**config.mk**
```make
export PLATFORM = sky130hd
export DESIGN_NAME = pwm_sample_feeder
export DESIGN_NICKNAME = d
export VERILOG_FILES = /design/src/rtl/pwm_feed_pkg.sv /design/src/rtl/sample_fifo.sv /design/src/rtl/pwm_sample_feeder.sv
export SDC_FILE = /design/constraint.sdc
export NUM_CORES = 1
export LEC_CHECK = 0
export CORE_MARGIN = 2
export CORE_UTILIZATION = 35
export CTS_BUF_LIST = sky130_fd_sc_hd__clkbuf_8
export DETAILED_ROUTE_END_ITERATION = 6
export GPL_TIMING_DRIVEN = 0
export SLEW_MARGIN = 30
export SYNTH_ARGS = -nofsm -noshare
export SYNTH_HDL_FRONTEND = slang
export SYNTH_SLANG_ARGS = --single-unit
```
**constraint.sdc**
```tcl
create_clock -name clk -period 2.65 [get_ports clk]
set_input_delay 0.53 -clock clk [delete_from_list [all_inputs] [get_ports clk]]
set_output_delay 0.53 -clock clk [all_outputs]
set_load 0.005 [all_outputs]
```
**src/rtl/pwm_feed_pkg.sv**
```systemverilog
// pwm_feed_pkg: shared state encoding and output sample width for the PWM sample feeder
package pwm_feed_pkg;
  localparam int OUT_W = 8;
  typedef enum logic [1:0] {IDLE, PRIME, RUN} state_t;
endpackage

```
**src/rtl/sample_fifo.sv**
```systemverilog
// sample_fifo: power-of-two FIFO with occupancy output; pointers carry an extra wrap bit
module sample_fifo #(
  parameter int W = 16,
  parameter int DEPTH = 4
) (
  input  logic                     clk,
  input  logic                     rst,
  input  logic                     push,
  input  logic                     pop,
  input  logic [W-1:0]             wdata,
  output logic [W-1:0]             rdata,
  output logic                     full,
  output logic                     empty,
  output logic [$clog2(DEPTH):0]   level
);
  localparam int AW = $clog2(DEPTH);
  localparam logic [AW:0] FULL_LVL = (AW+1)'(DEPTH);
  logic [W-1:0] r_mem [DEPTH];
  logic [AW:0]  r_wptr, r_rptr;
  logic         w_wr, w_rd;
  assign level = r_wptr - r_rptr;
  assign full  = level == FULL_LVL;
  assign empty = level == '0;
  assign rdata = r_mem[r_rptr[AW-1:0]];
  assign w_wr  = push && !full;
  assign w_rd  = pop && !empty;
  always_ff @(posedge clk) begin
    if (w_wr) r_mem[r_wptr[AW-1:0]] <= wdata;
  end
  always_ff @(posedge clk) begin
    if (rst) begin
      r_wptr <= '0;
      r_rptr <= '0;
    end else begin
      if (w_wr) r_wptr <= r_wptr + (AW+1)'(1);
      if (w_rd) r_rptr <= r_rptr + (AW+1)'(1);
    end
  end
endmodule

```
**src/rtl/pwm_sample_feeder.sv**
```systemverilog
// pwm_sample_feeder: buffers CORDIC samples and feeds one quantized 8-bit sample per PWM frame.
// Define PWM_FEED_ROUND_EN for round-half-up quantization with positive saturation.
module pwm_sample_feeder
  import pwm_feed_pkg::*;
#(
  parameter int IN_W = 16,
  parameter int FRAME_LEN = 256,
  parameter int FIFO_DEPTH = 4
) (
  input  logic             clk,
  input  logic             rst,
  input  logic             enable,
  input  logic [IN_W-1:0]  in_data,
  input  logic             in_valid,
  output logic             in_ready,
  output logic [OUT_W-1:0] sample,
  output logic             sample_stb,
  output logic             underrun,
  output logic [7:0]       underrun_cnt
);
  localparam int CW = FRAME_LEN > 1 ? $clog2(FRAME_LEN) : 1;
  localparam int LW = $clog2(FIFO_DEPTH) + 1;
  state_t          r_state;
  logic [CW-1:0]   r_cnt;
  logic            r_live;
  logic            w_full, w_empty, w_push, w_pop, w_tick, w_fill, w_wrap;
  logic [IN_W-1:0] w_head;
  logic [LW-1:0]   w_level;
  logic [OUT_W-1:0] w_quant;
  sample_fifo #(.W(IN_W), .DEPTH(FIFO_DEPTH)) u_fifo (
    .clk(clk), .rst(rst), .push(w_push), .pop(w_pop), .wdata(in_data),
    .rdata(w_head), .full(w_full), .empty(w_empty), .level(w_level)
  );
  assign in_ready = r_live && !w_full;
  assign w_push   = in_valid && in_ready;
  assign w_fill   = w_level >= LW'(2);
  assign w_wrap   = r_cnt == CW'(FRAME_LEN - 1);
  // The PRIME->RUN transition cycle carries the first frame tick
  assign w_tick   = enable && ((r_state == PRIME && w_fill) || (r_state == RUN && w_wrap));
  assign w_pop    = w_tick && !w_empty;
`ifdef PWM_FEED_ROUND_EN
  logic [IN_W:0] w_sum;
  assign w_sum   = {w_head[IN_W-1], w_head} + (IN_W+1)'(1 << (IN_W - 9));
  assign w_quant = (w_sum[IN_W] != w_sum[IN_W-1]) ? {1'b0, {(OUT_W-1){1'b1}}} : w_sum[IN_W-1 -: OUT_W];
`else
  assign w_quant = w_head[IN_W-1 -: OUT_W];
`endif
  always_ff @(posedge clk) begin
    if (rst) begin
      r_state      <= IDLE;
      r_cnt        <= '0;
      r_live       <= 1'b0;
      sample       <= '0;
      sample_stb   <= 1'b0;
      underrun     <= 1'b0;
      underrun_cnt <= '0;
    end else begin
      r_live     <= 1'b1;
      sample_stb <= w_pop;
      underrun   <= w_tick && w_empty;
      if (w_pop) sample <= w_quant;
      if (w_tick && w_empty && underrun_cnt != 8'hFF) underrun_cnt <= underrun_cnt + 8'd1;
      r_state <= !enable ? IDLE : r_state == IDLE ? PRIME : (r_state == PRIME && w_fill) ? RUN : r_state;
      r_cnt   <= (enable && r_state == RUN && !w_wrap) ? r_cnt + CW'(1) : '0;
    end
  end
endmodule

```
# Word level (Yosys, flattened, before mapping)
# Memory sizes are Yosys's and may differ from the RTL's. A register that Yosys moved wholly into a read port is not among the register bits.
# Index checks and enable logic that the tools add are counted.
# word_totals
reg_bits,27
ramBits,64
output_inout_bits,19
word_cells,50
n_memories,1
# mem_list
name,words,word_bits,rd,rd_ports_with_merged_regs,write_ports,line,rtl
u_fifo.r_mem,4,16,1,1,1,sample_fifo.sv:18,logic [W-1:0] r_mem [DEPTH];
# classes
add_sub_neg,5
order_cmp,1
n_eq_ne,5
n_mux,5
bitwise,2
n_reduce_logical,22
# op_table
cell,count
"8-bit by 1-bit adder with 8-bit output, second input constant",2
1-bit logical AND,12
"8-bit == test, second input constant",1
"8-bit != test, second input constant",1
"3-bit by 1-bit adder with 3-bit output, second input constant",2
1-bit 2-to-1 mux,5
2-bit OR reduction,2
"3-bit == test, second input constant",1
"3-bit by 2-bit >= comparator with 1-bit output, second input constant",1
1-bit logical NOT,3
3-bit logical NOT,1
3-bit OR reduction,1
3-bit subtractor,1
"2-bit by 1-bit == test with 1-bit output, second input constant",1
"2-bit == test, second input constant",1
2-bit logical NOT,1
1-bit NOT,2
2-bit nonzero test,1
1-bit logical OR,1

# Logic depth before layout (Yosys ltp)
# Gate-level depths: netlist of run 1.
# depth
ltp_word,8
ltp_mapped,9

# Modules after synthesis
# From an unflattened synthesis of run 1, not the netlist that was laid out.
# hier_totals
hier_cells,267
hier_area_um2,4018.9
# by_module_without_submodules
module,n_inst,cells_per_inst,area_each_um2
sample_fifo,1,140,2829.0
pwm_sample_feeder,1,127,1189.9

# Worst setup path after synthesis of run 1
# OpenSTA, ideal clock, no wires.
# synth_timing
path_type,flip-flop to flip-flop
startpoint,reg u_fifo.r_wptr[0]
endpoint,reg underrun_cnt[5]
setup_time_ns,0.071
arrival_time_ns,2.288
required_time_ns,2.579
slack_ns,0.292
path_stages_with_launch,9
path_buffers,0
period_less_slack_ns,2.358
cell_sequence,dfxtp_1 -> inv_1 -> ha_1 -> fa_1 -> xnor3_2 -> a21oi_4 -> o211ai_4 -> or4_1 -> a21oi_1
# synth_between
elab_chain_len,7
# synth_lines
item,line,rtl
"start, declared",sample_fifo.sv:19,"logic [AW:0] r_wptr, r_rptr;"
"start signal, assigned",sample_fifo.sv:35,if (w_wr) r_wptr <= r_wptr + (AW+1)'(1);
3-bit subtractor *,sample_fifo.sv:21,assign level = r_wptr - r_rptr;
3-bit by 2-bit >= comparator with 1-bit output,pwm_sample_feeder.sv:36,assign w_fill = w_level >= LW'(2);
1-bit logical AND,pwm_sample_feeder.sv:39,assign w_tick = enable && ((r_state == PRIME && w_fill) || (r_state == RUN && w_wrap));
1-bit logical OR,pwm_sample_feeder.sv:39,
1-bit logical AND,pwm_sample_feeder.sv:39,
1-bit logical AND * (2 in series),pwm_sample_feeder.sv:62,if (w_tick && w_empty && underrun_cnt != 8'hFF) underrun_cnt <= underrun_cnt + 8'd1;
"end signal, assigned",pwm_sample_feeder.sv:62,
"end, declared",pwm_sample_feeder.sv:19,output logic [7:0] underrun_cnt
# Mark *: on every way between the ends. The rest lies on a longest branch, timed or not.
# A chain may end at the register's enable or synchronous reset.

# Worst setup path in the final report of run 1
# Ends and elaborated chain as after synthesis.

==> results of run 1 <==
placed cells by master (no fill, tap or decap), types with 2 or more instances in the layout:
cell,netlist,final
dfxtp_1,35,34
edfxtp_1,32,32
nor2_1,30,30
clkdlybuf4s50_1,0,29
inv_1,9,11
mux2i_1,11,11
nand2_1,9,9
clkbuf_8,0,9
nand3_1,8,8
xor2_1,8,8
mux4_2,8,8
ha_1,8,7
and2_1,6,6
a21oi_1,6,6
o21ai_0,4,4
nand4_1,3,3
or3_2,3,3
clkbuf_1,3,3
xnor2_1,3,3
buf_4,0,3
o211ai_1,2,2
nor3_1,2,2
clkinv_2,0,2
bufinv_16,0,2
layout make-up:
cell class                 instances  area, um2  area share (%)
buffer                             5      22.52          0.6603
clock buffer                       9      123.9           3.632
clock inverter                     7      85.08           2.494
inverter                           9      33.78          0.9905
multi-input combinational        129       1033           30.30
sequential                        67       1663           48.75
tap                              102      127.6           3.742
timing repair buffer              33      321.6           9.428
critical path, cell delays in order (launching register included):
cell,delay [ps]
dfxtp_2,330
inv_1,70
ha_2,190
fa_2,380
xnor3_2,240
buf_4,170
a21oi_4,240
o211ai_4,160
or4_1,520
a21oi_1,140
cell families (layout without fill, tap and decap cells):
kind of cell	count (synthesis)	after routing	synth area share [%]
flops	67	67	60.56
buf+inv	14	63	1.960
mux	19	19	10.58
fa+ha+maj	9	9	4.378
simple gates	68	68	12.40
compound gates	21	21	5.746
xor+xnor	12	12	4.378
timing repair:
action                     CTS  global route
pin swaps                    1             0
setup endpoints to repair    1             2
hold endpoints to repair     0             0
gates cloned                 0             0
setup buffers                3             0
hold buffers                 0             0
gates resized for setup      4             1
state kept, by name, summed over array words and instances (netlist names):
signal         count
underrun_cnt       8
u_fifo.r_mem      32
sample             8
underrun           1
r_cnt              8
sample_stb         1
r_state            2
r_live             1
u_fifo.r_wptr      3
u_fifo.r_rptr      3
worst max path at each step:
stage,to,slack [ps],depth (start not counted)
2_1_floorplan,underrun_cnt[5],290,8
3_3_place_gp,underrun_cnt[5],80,6
3_5_place_dp,u_fifo.r_rptr[1],50,9
4_1_cts,in_ready,110,6
5_1_grt,sample[6],30,10
6_report,underrun_cnt[5],140,9
layer usage:
layer  track usage [%]  up-vias  share of wire [%]
met5                 0        -                  0
met4             6.343        0                2.4
met3             3.255       10                3.5
met2             19.65       28                 47
met1             15.58      807                 47
li1                  -      847                  -
report_power, final:
part | total [W] | internal, W | switching (W)
logic | 0.0000794 | 0.0000365 | 0.0000428
registers | 0.00110 | 0.00110 | 0.00000477
clock network | 0.000891 | 0.000520 | 0.000372
metrics by stage:
step	total power [W]	util [%]
final	0.002074	44.60
after global routing	0.002149	44.60
after CTS	0.002099	44.57
after detailed placement	0.001204	41.48
after global placement	0.001202	41.48
after floorplan	0.001165	-
==> results.sh, run 1 <==
export IMPL_drt_iter0_drc=32
export IMPL_ys_types=39
export IMPL_rsz0062_at_grt="false"
export IMPL_crit_start="u_fifo.r_wptr[0]"
export IMPL_io_pins=39
export IMPL_ys_flop_type="dfxtp_1"
export IMPL_die_area_mm2=0.008564
export IMPL_dieHeight_um=92.54
export IMPL_cts_made_buffers=9
export IMPL_place_area_mm2=0.003172
export IMPL_tightest_slew_ps=737.7
export IMPL_firstDrtPassIters=4
export IMPL_r2r_start="u_fifo.r_wptr[0]"
export IMPL_tritoncts="done"
export IMPL_drv_cap=0
export IMPL_worstSetupPathType="flip-flop to flip-flop"
export IMPL_clkTransAtPathRegs_ps=70
export IMPL_max_slew_margin_pct=50.82
export IMPL_worstHoldEndpoint="r_cnt[0]"
export IMPL_drt_drc_violations_left=0
export IMPL_grt_pass1_vias=1696
export IMPL_grt_max_degree=12
export IMPL_synth_edf_count=32
export IMPL_p_leak_nw=1.259
export IMPL_cp_end_kind="flip-flop"
export IMPL_start_kind="flip-flop"
export IMPL_synth_nets=239
export IMPL_totalNegativeSetupSlack_ps=0
export IMPL_grt_first_pass_wirelength_um=7997
export IMPL_cts_sinks=67
export IMPL_synth_common_cells="35 x dfxtp_1, 32 x edfxtp_1, 30 x nor2_1"
export IMPL_coreArea_mm2=0.007647
export IMPL_area_growth_pct=24.30
export IMPL_synth_warnings=0
export IMPL_report_final_slew_viol_count=0
export IMPL_ir_drop_uv=186.9
export IMPL_fin_nets=283
export IMPL_htree_levels=3
export IMPL_outcome="finished, final reports clean"
export IMPL_num_vias=1692
export IMPL_n_fill_cell=696
export IMPL_yosys_top_cells_area="edfxtp_1 35%, dfxtp_1 26%, mux4_2 6.6%"
export IMPL_final_design_area_no_fill_mm2=0.003411
export IMPL_cts_root_buf="clkbuf_8"
export IMPL_grt_overflow=0
export IMPL_fin_cells=361
export IMPL_setup_viol=0
export IMPL_required_ps=2910
export IMPL_clk_path_buf_depth=2
export IMPL_reg2reg_depth=9
export IMPL_antenna_found_initial=0
export IMPL_min_path_type="flip-flop to flip-flop"
export IMPL_reg2reg_slack_ps=140
export IMPL_setup_slack_ps=137.8
export IMPL_syn_mean_instance_area_um2=13.07
export IMPL_totalWireLength_um=4746
export IMPL_rows=32
export IMPL_synth_cells=210
export IMPL_synthArstFlopShare_pct=0
export IMPL_p_per_area_mw_per_mm2=608.1
export IMPL_wl_per_cell_um=13.15
export IMPL_finalCritPeriodShare_pct=94.80
export IMPL_hp_start="r_cnt[0]"
export IMPL_arrival_ps=2770
export IMPL_synth_top_area_share_pct=35.02
export IMPL_antenna_cells=0
export IMPL_hpwlAfterDp_um=3295
export IMPL_synth_seq_cells=67
export IMPL_place_port_buffers=30
export IMPL_period_minus_slack_ps=2512
export IMPL_drive_gt1_share_pct=14.29
export IMPL_r2r_end="underrun_cnt[5]"
export IMPL_yosysTopAreaCell="edfxtp_1"
export IMPL_synth_most_common_cell="dfxtp_1"
export IMPL_viasPerCell=4.687
export IMPL_die_x_um=92.54
export IMPL_timing_hold_ws_ps=488.4
export IMPL_worstPathMaxFanout=10
export IMPL_timing_fmax_mhz=398.1
export IMPL_place_ws_ps=51.88
export IMPL_start_util_pct=35.88
export IMPL_insertion_delay_ps=340
export IMPL_placedCellCount=342
export IMPL_yosysSeqAreaShare_pct=60.56
export IMPL_gp_congestion=0.7374
export IMPL_drt_antenna_violating_nets=0
export IMPL_finalHoldViolCount=0
export IMPL_track_usage_pct=12.38
export IMPL_whs_path_depth=1
export IMPL_skew_ps=11.46
export IMPL_synth_area_mm2=0.002744
No activity file was read; power rests on OpenSTA's default activity.
==> inputs of run 2 (changes only) <==
- GPL_ROUTABILITY_DRIVEN: default -> 0
==> results of run 2 <==
Final layout, timing and power as in run 1 (identical DEF).
==> inputs of run 3 (changes only) <==
- GPL_ROUTABILITY_DRIVEN: 0 -> default
==> results of run 3 <==
Final layout, timing and power as in run 1 (identical DEF).
